### src/rtl/mdu_iter.sv
// Iterative 32-bit multiply/divide unit with HI/LO registers for the MIPS execute stage.
// mult/multu use radix-2 shift-add, div/divu use restoring division; signed ops work on magnitudes.
module mdu_iter (
  input  logic        clk,
  input  logic        rst,
  input  logic        start,
  input  logic [1:0]  op,
  input  logic [31:0] a,
  input  logic [31:0] b,
  input  logic        wr_hi,
  input  logic        wr_lo,
  input  logic [31:0] wdata,
  output logic        busy,
  output logic        done,
  output logic [31:0] hi,
  output logic [31:0] lo
);

  localparam logic [1:0] S_IDLE = 2'd0;
  localparam logic [1:0] S_CALC = 2'd1;
  localparam logic [1:0] S_FIX  = 2'd2;

  logic [1:0]  state;
  logic [4:0]  cnt;
  logic        is_div;
  logic        neg_a;
  logic        neg_b;
  logic        div0;
  logic [31:0] a_lat;
  logic [31:0] m;
  logic [63:0] acc;
  logic        done_q;
  logic [31:0] hi_q;
  logic [31:0] lo_q;

  logic [31:0] abs_a;
  logic [31:0] abs_b;
  logic [32:0] mul_sum;
  logic [32:0] div_rem;
  logic [33:0] div_diff;
  logic [63:0] acc_nxt;
  logic [63:0] prod;
  logic [31:0] res_hi;
  logic [31:0] res_lo;

  // op[0]=1 selects the unsigned variant; only signed ops take magnitudes.
  assign abs_a = (~op[0] & a[31]) ? (~a + 32'd1) : a;
  assign abs_b = (~op[0] & b[31]) ? (~b + 32'd1) : b;

  always_comb begin
    mul_sum  = {1'b0, acc[63:32]} + (acc[0] ? {1'b0, m} : 33'd0);
    div_rem  = acc[63:31];
    div_diff = {1'b0, div_rem} - {2'b00, m};
    if (is_div) begin
      if (!div_diff[33]) acc_nxt = {div_diff[31:0], acc[30:0], 1'b1};
      else               acc_nxt = {div_rem[31:0], acc[30:0], 1'b0};
    end else begin
      acc_nxt = {mul_sum, acc[31:1]};
    end
  end

  // Sign fix-up: quotient/product take sign(a)^sign(b), remainder takes sign(a).
  always_comb begin
    prod = (neg_a ^ neg_b) ? (~acc + 64'd1) : acc;
    if (div0) begin
      res_hi = a_lat;
      res_lo = 32'hFFFF_FFFF;
    end else if (is_div) begin
      res_hi = neg_a ? (~acc[63:32] + 32'd1) : acc[63:32];
      res_lo = (neg_a ^ neg_b) ? (~acc[31:0] + 32'd1) : acc[31:0];
    end else begin
      res_hi = prod[63:32];
      res_lo = prod[31:0];
    end
  end

  always_ff @(posedge clk) begin
    if (rst) begin
      state  <= S_IDLE;
      cnt    <= 5'd0;
      is_div <= 1'b0;
      neg_a  <= 1'b0;
      neg_b  <= 1'b0;
      div0   <= 1'b0;
      a_lat  <= 32'd0;
      m      <= 32'd0;
      acc    <= 64'd0;
      done_q <= 1'b0;
      hi_q   <= 32'd0;
      lo_q   <= 32'd0;
    end else begin
      done_q <= 1'b0;
      case (state)
        S_IDLE: begin
          if (start) begin
            state  <= S_CALC;
            cnt    <= 5'd0;
            is_div <= op[1];
            neg_a  <= ~op[0] & a[31];
            neg_b  <= ~op[0] & b[31];
            div0   <= op[1] & (b == 32'd0);
            a_lat  <= a;
            if (op[1]) begin
              acc <= {32'd0, abs_a};
              m   <= abs_b;
            end else begin
              acc <= {32'd0, abs_b};
              m   <= abs_a;
            end
          end else begin
            if (wr_hi) hi_q <= wdata;
            if (wr_lo) lo_q <= wdata;
          end
        end
        S_CALC: begin
          acc <= acc_nxt;
          cnt <= cnt + 5'd1;
          if (cnt == 5'd31) state <= S_FIX;
        end
        S_FIX: begin
          hi_q   <= res_hi;
          lo_q   <= res_lo;
          done_q <= 1'b1;
          state  <= S_IDLE;
        end
        default: state <= S_IDLE;
      endcase
    end
  end

  assign busy = (state != S_IDLE);
  assign done = done_q;
  assign hi   = hi_q;
  assign lo   = lo_q;

endmodule

### config.mk
export PLATFORM = sky130hd
export DESIGN_NAME = mdu_iter
export DESIGN_NICKNAME = d
export VERILOG_FILES = /design/src/rtl/mdu_iter.sv
export SDC_FILE = /design/constraint.sdc
export NUM_CORES = 1
export LEC_CHECK = 0
export CAP_MARGIN = 20
export CORE_MARGIN = 10
export CORE_UTILIZATION = 53
export CTS_CLUSTER_SIZE = 28
export DETAILED_ROUTE_END_ITERATION = 8
export PLACE_DENSITY = 0.76
export SYNTH_ARGS = -nofsm -noshare
export SYNTH_HDL_FRONTEND = slang
export SYNTH_SLANG_ARGS = --single-unit
### constraint.sdc
create_clock -name clk -period 3.4 [get_ports clk]
set_input_delay 0.68 -clock clk [delete_from_list [all_inputs] [get_ports clk]]
set_output_delay 0.68 -clock clk [all_outputs]
set_load 0.02 [all_outputs]
# ---- Word level (Yosys, flattened, before mapping)
# Cells that the tools add are included.
# W data, S select, Z words.
dict set report word_totals {
  regBits 204
}
dict set report op_classes {
  add_sub_neg 8
  bitwise 10
  n_eq_ne 8
  reduce_logical 10
  muxes 28
}
# operator count
set op_table {}
lappend op_table {{$mux W32} 15}
lappend op_table {{$mux W64} 4}
lappend op_table {{$add A32 B1 Y32 const B} 4}
lappend op_table {{$not A32 Y32} 4}
lappend op_table {{$pmux W32 S2} 2}
lappend op_table {{$pmux W64 S2} 1}
lappend op_table {{$add A64 B1 Y64 const B} 1}
lappend op_table {{$not A64 Y64} 1}
lappend op_table {{$sub A33 B32 Y34} 1}
lappend op_table {{$add A32 B32 Y33} 1}
lappend op_table {{$logic_not A32 Y1} 1}
lappend op_table {{$ne A2 B2 Y1 const B} 5}
lappend op_table {{$pmux W5 S2} 1}
lappend op_table {{$reduce_and A2 Y1} 3}
lappend op_table {{$reduce_and A3 Y1} 2}
lappend op_table {{$reduce_bool A2 Y1} 3}
lappend op_table {{$add A5 B1 Y5 const B} 1}
lappend op_table {{$eq A5 B5 Y1 const B} 1}
lappend op_table {{$mux W5} 1}
lappend op_table {{$mux W2} 2}
lappend op_table {{$pmux W2 S2} 1}
lappend op_table {{$and A1 B1 Y1} 3}
lappend op_table {{$eq A2 B1 Y1 const B} 1}
lappend op_table {{$eq A2 B2 Y1 const B} 1}
lappend op_table {{other kinds (4)} 4}

# ---- Logic depth before layout (Yosys ltp)
dict set report logic_depth {
  word_depth 6
  mapped_depth 15
  ltp_nobuf 14
}

# ---- Worst setup path before layout
# No wires, ideal clock.
dict set report synth_timing {
  kind {input-to-reg}
  from {input port a[18]}
  to {register acc[30]}
  stages 8
  required_time_ns 3.278
  t_arrival_ns 3.136
  path_slack_ns 0.142
  cell_sequence {or4_1 or3_1 or3_1 or4_1 o31ai_1 xor2_1 nand2_1 a221o_1}
}
dict set report synth_between {
  elab_chain_cells 6
}
# item line_no
set synth_rtl {}
lappend synth_rtl {{start: declaration} 8} ;# input logic [31:0] a,
lappend synth_rtl {{$not A32 Y32} 47} ;# assign abs_a = (~op[0] & a[31]) ? (~a + 32'd1) : a;
lappend synth_rtl {{$add A32 B1 Y32} 47}
lappend synth_rtl {{$mux W32} 47}
lappend synth_rtl {{$mux W32} 103} ;# if (op[1]) begin
lappend synth_rtl {{$mux W64} 95} ;# if (start) begin
lappend synth_rtl {{$pmux W64 S2} 93} ;# case (state)
lappend synth_rtl {{end signal: assignment} 104} ;# acc <= {32'd0, abs_a};
lappend synth_rtl {{end signal: assignment} 107} ;# acc <= {32'd0, abs_b};
lappend synth_rtl {{end signal: assignment} 116} ;# acc <= acc_nxt;
lappend synth_rtl {{end: declaration} 31} ;# logic [63:0] acc;
# Every way passes these cells. The select of a mux whose other input is x is not followed.
# A chain may end at the register's enable or synchronous reset.

# ---- Worst setup path after layout
# Ends and elaborated chain as after synthesis.

==> flow_summary.ini <==
[global_route]
antenna_found_initial = 0
grtUsageTotal = 0.334
grt_max_degree = 53
grt_pass1_vias = 16400
grt_overflow = 0
grt_pass1_wl_um = 96500

[sta]
period_needed_ns = 3.34
max-slew-margin-rel = 0.484
setup_slack_ns = 0.0588
timing.final.crit_share = 0.983
whs_ns = 0.448
skew_ns = 0.0157
finalSetupTns_ns = 0
drv_slew = 0
hold_viol_final = 0
setup_viol = 0
worst_slew_pin_slew_ns = 0.769
fmax_mhz = 299

[clock_tree]
cts_buffers = 25
root_buffer = clkbuf_16
cts_tree = done
path_clk_slew_ns = 0.06
postCtsSetupBuffers = 0
cts_sinks = 204
clk_path_buf_depth = 3
h-tree-depth = 1
insertion_delay_ns = 0.55

[yosys]
ys_seq_elements = 204
ys_seq_area_frac = 0.264
avgSynthCellArea_um2 = 7.37
ys.warnings.count = 0
synth_ff_type = dfxtp_1
async_flop_share = 0
syn_area_um2 = 15500
syn_nets = 2278
synth_cell_types = 74
synth_edf_count = 0
synth_cells = 2103

[worst_hold_path]
hp-class = flip-flop to flip-flop
hold-path-cell-count = 2

[route]
wire_per_inst_um = 22.9
drtIter0Drc = 2194
drt_pass1_iterations = 5
avgViaCountPerCell = 6.36
vias = 17700
drcViolationCount = 0
wl_um = 63800
ant_nets = 0

[critical_path]
r2r_cells = 13
endpoint_kind = flip-flop
rrSetupSlack_ns = 0.11
worstPathArrival_ns = 3.77
cp_max_fo = 3
path_class = input port to flip-flop
crit_required_ns = 3.83
worst_setup_path_start_kind = input port

[final_layout]
layout-drive-gt1-share = 0.137
syn2layout_area_growth_pct = 28.3
stdcell_area_um2 = 19900
nFillCells = 2475
diodes = 0
fin_nets = 2559

[placement]
hpwl_um = 50200
portBuffers = 168
gp_congestion = 1.02
dpl_cell_area_um2 = 18900
dp_worst_setup_slack_ns = -0.424

[floorplanning]
core_um2 = 28800
initial_core_util = 0.538
boundaryPins = 169
die_area_um2 = 36500
die-height_um = 191
fp.dieW_um = 191
rows = 62

[power]
leakage_nw = 7.98
ir_drop_v = 0.000399
powerDensity_nw_per_um2 = 391
p_total_w = 0.00778

[status]
outcome = finished clean

[run]
maxCapViolCount = 0
==> cells in the mapped netlist, drive strengths merged, types with 5 or more instances <==
cell type / count / area share
nand2: 263 / 0.064
a21oi: 247 / 0.080
nor2: 223 / 0.054
dfxtp: 204 / 0.26
o21ai: 133 / 0.043
clkbuf: 120 / 0.029
a211oi: 89 / 0.043
xnor2: 88 / 0.050
xor2: 79 / 0.045
ha: 70 / 0.057
inv: 61 / 0.015
mux2i: 45 / 0.029
o221ai: 42 / 0.024
nand3: 32 / 0.010
nor3: 32 / 0.010
o31ai: 31 / 0.015
nand2b: 28 / 0.011
o211ai: 27 / 0.013
a21o: 26 / 0.013
or3: 22 / 0.0092
or4: 19 / 0.0097
a22oi: 18 / 0.0087
buf: 18 / 0.0052
nor2b: 14 / 0.0057
nor4: 14 / 0.0070
o41ai: 12 / 0.0073
or2: 12 / 0.0050
a31oi: 9 / 0.0046
and3: 9 / 0.0036
o21bai: 9 / 0.0044
a221o: 7 / 0.0045
and2: 7 / 0.0028
o21a: 7 / 0.0034
o22ai: 7 / 0.0028
a32oi: 6 / 0.0034
o211a: 6 / 0.0039
a221oi: 5 / 0.0028
a311oi: 5 / 0.0028
nand4: 5 / 0.0020
o31a: 5 / 0.0028
==> layer usage <==
metal	GRT usage	vias to the layer above	share of wire	routed length (um)
met5	0	-	0	0
met1	0.444	8355	0.41	26300
met2	0.527	1000	0.45	28700
met4	0.122	0	0.039	2460
met3	0.0658	162	0.099	6340
li1	-	8191	-	-
==> sequential cells by signal, indices dropped and copies added, names as in the netlist <==
name	cells
is_div	1
state	2
a_lat	32
neg_a	1
m	32
neg_b	1
done	1
hi	32
acc	64
div0	1
lo	32
cnt	5
==> what timing repair did <==
| action | in CTS | in global routing |
|---|---|---|
| pin swaps | 0 | 4 |
| hold buffers | 0 | 0 |
| gates resized for setup | 5 | 34 |
| endpoints found under the setup margin | 3 | 32 |
==> per-stage QoR <==
| stage | utilization | instances |
|---|---|---|
| after global placement | 0.657 | 2741 |
| after detailed placement | 0.657 | 2741 |
| after floorplan | - | 2103 |
| after CTS | 0.687 | 2785 |
| after global routing | 0.691 | 2785 |
| final | 0.691 | 2785 |
==> where the power goes <==
group | leakage (nW) | internal (W) | switching [W]
Combinational | 5.90 | 0.000971 | 0.00138
Clock | 0.406 | 0.00164 | 0.00111
Sequential | 1.67 | 0.00254 | 0.000141
Total | 7.98 | 0.00515 | 0.00263
==> cells in the final DEF, fill, tap and decap left out, types with 12 or more instances in the layout <==
master / count
nand2_1: 263
a21oi_1: 243
nor2_1: 221
buf_4: 219
dfxtp_1: 201
clkdlybuf4s50_1: 166
o21ai_0: 125
xnor2_1: 88
a211oi_1: 87
xor2_1: 79
ha_1: 67
inv_1: 58
mux2i_1: 45
o221ai_1: 42
nand3_1: 32
nor3_1: 30
nand2b_1: 28
o31ai_1: 27
o211ai_1: 27
a21o_1: 26
clkbuf_16: 25
or3_1: 20
or4_1: 17
a22oi_1: 17
nor2b_1: 12
==> worst max-delay path, stage by stage <==
cell	delay, ns
clkdlybuf4s50_1	0.41
or4_1	0.61
or3_1	0.37
or3_1	0.33
or4_1	0.48
o31ai_2	0.26
xor2_1	0.23
nand2_1	0.09
a221o_1	0.31
==> final cells by class <==
type	instances	area, um2	area share
timing repair buffer	392	3420	0.172
sequential	204	4090	0.206
inverter	62	233	0.0117
clock inverter	6	101	0.00510
clock buffer	38	734	0.0369
tap	384	480	0.0242
multi-input combinational	1699	10800	0.544
==> final timing paths <==
kind                            startpoint  endpoint
worst max register to register       m[13]   acc[62]
worst max-delay path                 a[18]   acc[30]
worst min register to register      lo[27]    lo[27]
worst min-delay path                lo[27]    lo[27]
==> cells by family after synthesis <==
logic type | Yosys count | share of synthesized area
simple gates | 695 | 0.205
flops | 204 | 0.264
compound gates | 716 | 0.296
xor+xnor | 167 | 0.0944
buf+inv | 200 | 0.0496
fa+ha+maj | 72 | 0.0591
mux | 49 | 0.0320
Power figures use the tool's default switching activity.
